File: src/rtl/hls_sat_counter.sv
`default_nettype none
// ============================================================================
// Module : hls_sat_counter
// Purpose: CNT_W-bit up counter that sticks at all-ones.
// Ports  : Clk   in  clock, rising edge
//          Rst   in  asynchronous active-low reset
//          clr   in  synchronous clear, dominates inc
//          inc   in  count enable
//          count out current count value
// Rev    : 1.0  initial release
// ============================================================================
module hls_sat_counter #(
  parameter int unsigned CNT_W = 16
) (
  input  logic             Clk,
  input  logic             Rst,
  input  logic             clr,
  input  logic             inc,
  output logic [CNT_W-1:0] count
);

  logic [CNT_W-1:0] count_q;
  logic [CNT_W-1:0] count_d;

  always_comb begin
    count_d = count_q;
    if (clr) begin
      count_d = '0;
    end else if (inc && (count_q != {CNT_W{1'b1}})) begin
      count_d = count_q + CNT_W'(1);
    end
  end

  always_ff @(posedge Clk or negedge Rst) begin
    if (!Rst) begin
      count_q <= '0;
    end else begin
      count_q <= count_d;
    end
  end

  assign count = count_q;

endmodule : hls_sat_counter
`default_nettype wire

File: config.mk
export PLATFORM = sky130hd
export DESIGN_NAME = hls_sat_counter
export DESIGN_NICKNAME = d
export VERILOG_FILES = /design/src/rtl/hls_sat_counter.sv
export SDC_FILE = /design/constraint.sdc
export NUM_CORES = 1
export LEC_CHECK = 0
export ABC_AREA = 1
export CORE_AREA = 2 2 52 54
export DETAILED_ROUTE_END_ITERATION = 12
export DIE_AREA = 0 0 54 56
export DONT_BUFFER_PORTS = 1
export PLACE_DENSITY = 0.69
export REMOVE_ABC_BUFFERS = 1
export SETUP_SLACK_MARGIN = 0.15
export SLEW_MARGIN = 20
export SYNTH_ARGS = -nofsm -noshare
export SYNTH_HDL_FRONTEND = slang
export SYNTH_SLANG_ARGS = --single-unit
File: constraint.sdc
create_clock -name Clk -period 1.5 [get_ports Clk]
set_input_delay 0.3 -clock Clk [delete_from_list [all_inputs] [get_ports Clk]]
set_output_delay 0.3 -clock Clk [all_outputs]
set_load 0.05 [all_outputs]
==> results of run 1 <==
## Yosys cell counts (all sizes together)
master | count | area (um2)
xor2 | 3 | 26.28
or2 | 1 | 6.260
ha | 1 | 12.51
nand2 | 59 | 241.5
nand4 | 9 | 56.30
dfrtp | 16 | 400.4
buf | 3 | 28.77
xnor2 | 2 | 17.52
nor3 | 1 | 5.000
nor2 | 16 | 75.07
o21bai | 2 | 15.01
nand3 | 12 | 60.06
o21ai | 5 | 36.29
inv | 13 | 51.30
a21oi | 1 | 5.000
## path summary, 6_finish.rpt
check                                 end  cells past startpoint
worst max register to register   count[2]                      9
min in group asynchronous       count[13]                      1
worst max-delay path             count[2]                      9
max in group asynchronous        count[2]                      1
worst min register to register  count[12]                      2
worst min-delay path             count[4]                      3
## cells in the final DEF, fill, tap and decap left out, drive strengths merged, types with 2 or more instances in the layout
master / Yosys / layout
nand2: 59 / 59
buf: 3 / 27
dfrtp: 16 / 16
nor2: 16 / 16
inv: 13 / 14
nand3: 12 / 12
nand4: 9 / 9
o21ai: 5 / 5
clkbuf: 0 / 4
xor2: 3 / 3
xnor2: 2 / 2
o21bai: 2 / 2
## routing by layer
layer / track usage [%] / wire (um) / part of all wire (%)
met2: 31.53 / 1353 / 51
met4: 8.929 / 55 / 2.1
met1: 24.04 / 1149 / 43
met5: 0 / 0 / 0
met3: 4.570 / 116 / 4.3
## worst max-delay path, stage by stage, from the launching register on
cell and delay [ns]:
dfrtp_1 0.39, ha_2 0.22, nand2_4 0.07, nor2_4 0.15, nand2_4 0.09, o21ai_4 0.19
nand2_4 0.13, inv_8 0.11, nand2_1 0.05, nand2_1 0.06
## final cells by class
| type | instances | area, um2 | share of cell area [%] |
|---|---|---|---|
| timing repair inverter | 1 | 11.26 | 0.8227 |
| clock buffer | 4 | 36.28 | 2.651 |
| timing repair buffer | 28 | 224.0 | 16.36 |
| inverter | 13 | 56.30 | 4.113 |
| sequential | 16 | 401.6 | 29.34 |
| tap | 30 | 37.54 | 2.742 |
| multi-input combinational | 112 | 601.8 | 43.97 |
## logic make-up (layout without fill, tap and decap cells)
kind of cell,Yosys count,after routing,synth area share [%]
buf+inv,16,46,7.719
xor+xnor,5,5,4.223
simple gates,98,98,42.82
compound gates,8,8,5.428
flops,16,16,38.60
fa+ha+maj,1,1,1.206
## power groups by stage
stage,clock network [uW],logic (uW),registers (uW)
global placement,0,69.5,447
CTS,307,93.7,440
detailed placement,0,70.8,448
finish,294,97.5,440
global route,330,106,441
floorplan,0,29.2,465
## repair_timing
item,CTS,global route
gates cloned,1,0
hold buffers,1,0
setup buffers,3,1
setup endpoints to repair,16,18
pin swaps,7,10
resized for setup,10,15
hold endpoints to repair,16,0
## per-stage QoR
stage / setup TNS, ns / cell area (um2) / setup slack [ns] / hold WS, ns
after global placement: 0 / 1219 / 0.09595 / 0.004813
after floorplan: -5.618 / 1008 / -0.3753 / 0.004409
after global routing: -1.307 / 1369 / -0.09663 / 0.1522
after detailed placement: 0 / 1219 / 0.03963 / 0.004755
after CTS: 0 / 1318 / 0.06548 / 0.1539
final: -0.08180 / 1369 / -0.01563 / 0.1653
==> summary.md, run 1 <==
| Metric | Value |
|---|---|
| Outcome | `finished with violations` |
| Failing checks | `negative setup slack` |
| Min Tclk post-route | `1.516 ns` |
| Core ar. | `0.002432 mm2` |
| TritonCTS clock tree | `built` |
| Seq pwr share | `52.9%` |
| Worst Path Required | `1.73 ns` |
| # Max-Cap Violations | `0` |
| Clock share of power | `35.4%` |
| Num CTS Buffers | `3` |
| Final Setup Violations | `10` |
| Vias in the first global route | `1026` |
| P_leak | `0.0007109 uW` |
| Peak VDD IR | `0.3870 mV` |
| CTS sink cnt | `16` |
| Layout cells sized above 1 | `32.76%` |
| First-pass GRT wire length | `4395 um` |
| Worst Hold Class | `in2reg` |
| Worst Path Max Fanout | `7` |
| Total power | `832.1 uW` |
| Clock Skew | `0.002641 ns` |
| Arr. time, crit path | `1.75 ns` |
| R2R Path Start | `count[0]` |
| Vias post-DR | `1033` |
| H-tree depth | `1` |
| First drt pass iteration count | `4` |
| Startpoint Class | `register` |
| Crit Path Class | `reg2reg` |
| Routed len/inst | `13.11 um` |
| Root Driver | `clkbuf_4` |
| Iter 0 DRT Violations | `14` |
| Largest net degree at the start of global routing | `17` |
| Placed cell count | `194` |
| Boundary Pins | `20` |
| R2R setup slack | `-0.02 ns` |
| Max Root-Sink Buffers | `2` |
| CP startpoint | `count[0]` |
| Synth Cell Area | `0.001037 mm2` |
| Final core occ | `56.28%` |
| Fmax | `0.6598 GHz` |
| Library cells used by synthesis | `23` |
| Total GRT Usage | `19.59%` |
| Internal | `613.5 uW` |
| Via-to-Cell Ratio | `5.064` |
| Worst-margin pin slew | `0.7372 ns` |
| NetSw | `218.7 uW` |
| Die Ht | `56 um` |
| Nets | `180` |
| DIE AREA | `0.003024 mm2` |
| Dpl hpwl | `1898 um` |
| Rows | `18` |
| Gate power share | `11.7%` |
| Max Slew Vio Count | `0` |
| Worst-path clk slew | `0.10 ns` |
| Switch share | `26.28%` |
| Antenna Nets Post-Route | `0` |
| Post-Syn Instances | `144` |
| Slew headroom | `50.69%` |
| Yosys reg bits | `16` |
| Worst setup EP type | `register` |
| Fin. Hold Viols | `0` |
| Non-Filler Instances | `204` |
| WL final | `2674 um` |
| RSZ-0062 raised after global routing | `true` |
| Final Wtd Congestion | `0.8127` |
| Power per cell area | `607.9 mW/mm2` |
| Initial antenna violation count | `0` |
| Clk Latency, worst-skew pair | `0.29 ns` |
| Starting density of the core | `42.64%` |
| Port Buffer Count | `0` |
| Synthesis-to-finish area growth | `31.97%` |
| Number of flip-flops in the largest register | `16` |
| Filler Cell Count | `237` |
| Syn. warnings | `0` |
| Antenna Cells | `0` |
| DRC Markers | `0` |
| Critical hold path startpoint | `clr` |
| Syn Area/Cell | `7.203 um2` |
| Grt ovf | `0` |
| Die Width | `54 um` |
| Crit share post-route | `101.0%` |
| Final Worst Setup Slack | `-0.01563 ns` |
| Sequential fraction of the synthesis area | `38.60%` |
Power figures use the tool's default switching activity.
==> run 2: changes to the inputs <==
--- a/config.mk
+++ b/config.mk
@@ -13,6 +13,7 @@
 export PLACE_DENSITY = 0.69
 export REMOVE_ABC_BUFFERS = 1
 export SETUP_SLACK_MARGIN = 0.15
+export SKIP_CTS_REPAIR_TIMING = 1
 export SLEW_MARGIN = 20
 export SYNTH_ARGS = -nofsm -noshare
 export SYNTH_HDL_FRONTEND = slang
==> run 2 against run 1 <==
- the run still ends with negative setup slack left
- non-clock buffer count down 3
- clock power is essentially flat
- sequential power is essentially flat
- count of clock-buffer cells in the layout is the same
- largest cell class unchanged
- final area shrank 3.7%
- clock skew shrank 0.0011 ns
- via count grew 0.29%
==> summary.md, run 2 (synthesis results as in run 1) <==
| Metric | Value |
|---|---|
| R2R setup slack | `-0.02 ns` |
| R2R Path Start | `count[1]` |
| Iter 0 DRT Violations | `14` |
| Filler Cell Count | `241` |
| Outcome | `finished with violations` |
| Most frequent cells in the layout | `nand2_1, buf_4, dfrtp_1` |
| Worst reg2reg path depth | `9` |
| Crit share post-route | `101.1%` |
| Worst-margin pin slew | `0.7346 ns` |
| Boundary Pins | `20` |
| Internal | `609.1 uW` |
| Slew headroom | `50.87%` |
| Worst Setup EP | `count[3]` |
| Layout cells sized above 1 | `25.88%` |
| CTS sink cnt | `16` |
| Die Width | `54 um` |
| RSZ-0062 raised after global routing | `true` |
| Arr. time, crit path | `1.69 ns` |
| TritonCTS clock tree | `built` |
| Routed len/inst | `13.66 um` |
| Fin Hold WS | `0.1653 ns` |
| Pre-CTS setup slack | `0.03963 ns` |
| Vias post-DR | `1036` |
| Clk Latency, worst-skew pair | `0.29 ns` |
| Clock Skew | `0.001546 ns` |
| Grt ovf | `0` |
| First-pass GRT wire length | `4181 um` |
| R2r endpoint | `count[3]` |
| WL final | `2732 um` |
| Final Instance Area | `0.001318 mm2` |
| Synthesis-to-finish area growth | `27.02%` |
| Largest net degree at the start of global routing | `17` |
| Antenna Nets Post-Route | `0` |
| Total GRT Usage | `18.53%` |
| Fin. Hold Viols | `0` |
| Nets | `176` |
| P_leak | `0.0006747 uW` |
| Crit path buf inv count | `1` |
| Worst Hold Class | `in2reg` |
| Fmax | `0.6593 GHz` |
| Worst-path clk slew | `0.10 ns` |
| Clock share of power | `35.8%` |
| Antenna Cells | `0` |
| Switch share | `25.89%` |
| Die Ht | `56 um` |
| CP max-delay cell | `dfrtp_1` |
| DRC Markers | `0` |
| Final core occ | `54.17%` |
| Area after DPL | `0.001219 mm2` |
| Dpl hpwl | `1898 um` |
| H-tree depth | `1` |
| Power per cell area | `623.9 mW/mm2` |
| Min Tclk post-route | `1.517 ns` |
| Worst Path Max Fanout | `6` |
| Core ar. | `0.002432 mm2` |
| Rows | `18` |
| Gate power share | `10.7%` |
| Critical path cell sequence | `ha_2 -> nand2_4 -> nor2_4 -> nand2_4 -> nor2_4 -> nor2_2 -> buf_4 -> nand2_1 -> o21ai_0` |
| Num CTS Buffers | `3` |
| Crit Path Class | `reg2reg` |
| Critical path depth | `9` |
| NetSw | `212.8 uW` |
| Failing checks | `negative setup slack` |
| # Max-Cap Violations | `0` |
| Startpoint Class | `register` |
| Port Buffer Count | `0` |
| DIE AREA | `0.003024 mm2` |
| Max Root-Sink Buffers | `2` |
| Initial antenna violation count | `0` |
| Max Slew Vio Count | `0` |
| Final Setup Violations | `1` |
| First drt pass iteration count | `5` |
| Worst Path Required | `1.68 ns` |
| Via-to-Cell Ratio | `5.180` |
| CP startpoint | `count[1]` |
| Starting density of the core | `42.64%` |
| Worst setup EP type | `register` |
| Cell family with the largest share of critical-path delay | `simple AND/OR/NAND/NOR gates` |
| Critical Path Max Stage Delay | `0.39 ns` |
| Vias in the first global route | `1003` |
| Number of flip-flops in the largest register | `16` |
| Root Driver | `clkbuf_4` |
| Peak VDD IR | `0.3812 mV` |
| Seq pwr share | `53.6%` |
| Final Worst Setup Slack | `-0.01681 ns` |
| Commonest non-fill, non-tap cell in the layout | `nand2_1` |
| Final Wtd Congestion | `0.8127` |
-- run 2: changes by cell type in the layout (fill, tap and decap cells not counted), moves of 2 or more --
cell     change
nand2_1      +9
nand2_2      -8
inv_8        -2
buf_4        -3
-- run 2: power by group through the flow --
stage | clock network [uW] | registers [uW] | logic (uW)
final | 294 | 440 | 87.8
after global routing | 330 | 441 | 95.7
after CTS | 307 | 439 | 71.7
after detailed placement | 0 | 448 | 70.8
after global placement | 0 | 447 | 69.5
after floorplan | 0 | 465 | 29.2
-- run 2: worst register-to-register path, stage by stage (launching register included) --
cell     delay, ns
dfrtp_1       0.39
ha_2          0.22
nand2_4       0.08
nor2_4        0.14
nand2_4       0.09
nor2_4        0.09
nor2_2        0.05
buf_4         0.15
nand2_1       0.09
o21ai_0       0.09
-- run 2: how the worst min path moves through the flow --
stage               startpoint  slack (ns)  cells after the start        to
floorplan                  Rst       0.004                      0  count[0]
global placement           Rst       0.005                      0  count[5]
detailed placement         Rst       0.005                      0  count[5]
CTS                        Rst       -0.32                      0  count[5]
global route               clr        0.15                      3  count[4]
finish                     clr        0.17                      3  count[4]
-- run 2: area by class of cell --
type                    instances  area, um2  share of cell area (%)
clock buffers                   4      36.28                   2.754
well taps                      30      37.54                   2.849
flip-flops and latches         16      401.6                   30.48
multi-input cells             112      579.3                   43.97
repair buffers                 25      201.4                   15.29
inverters                      13      61.31                   4.653
-- run 2: metal layers --
metal | GRT usage [%] | share of wire, % | up-vias
met5 | 0 | 0 | -
met4 | 8.571 | 2.1 | 0
met3 | 4.839 | 5.7 | 7
met2 | 29.79 | 51 | 33
met1 | 22.37 | 41 | 482
li1 | - | - | 514
-- run 2: per-stage QoR --
| step | setup TNS [ns] | total power [uW] | std cells |
|---|---|---|---|
| 2_1_floorplan | -5.618 | 494.6 | 141 |
| 3_3_place_gp | 0 | 516.9 | 194 |
| 3_5_place_dp | 0 | 518.7 | 194 |
| 4_1_cts | -0.01072 | 818.0 | 198 |
| 5_1_grt | -1.042 | 866.7 | 200 |
| 6_report | -0.01681 | 821.9 | 200 |
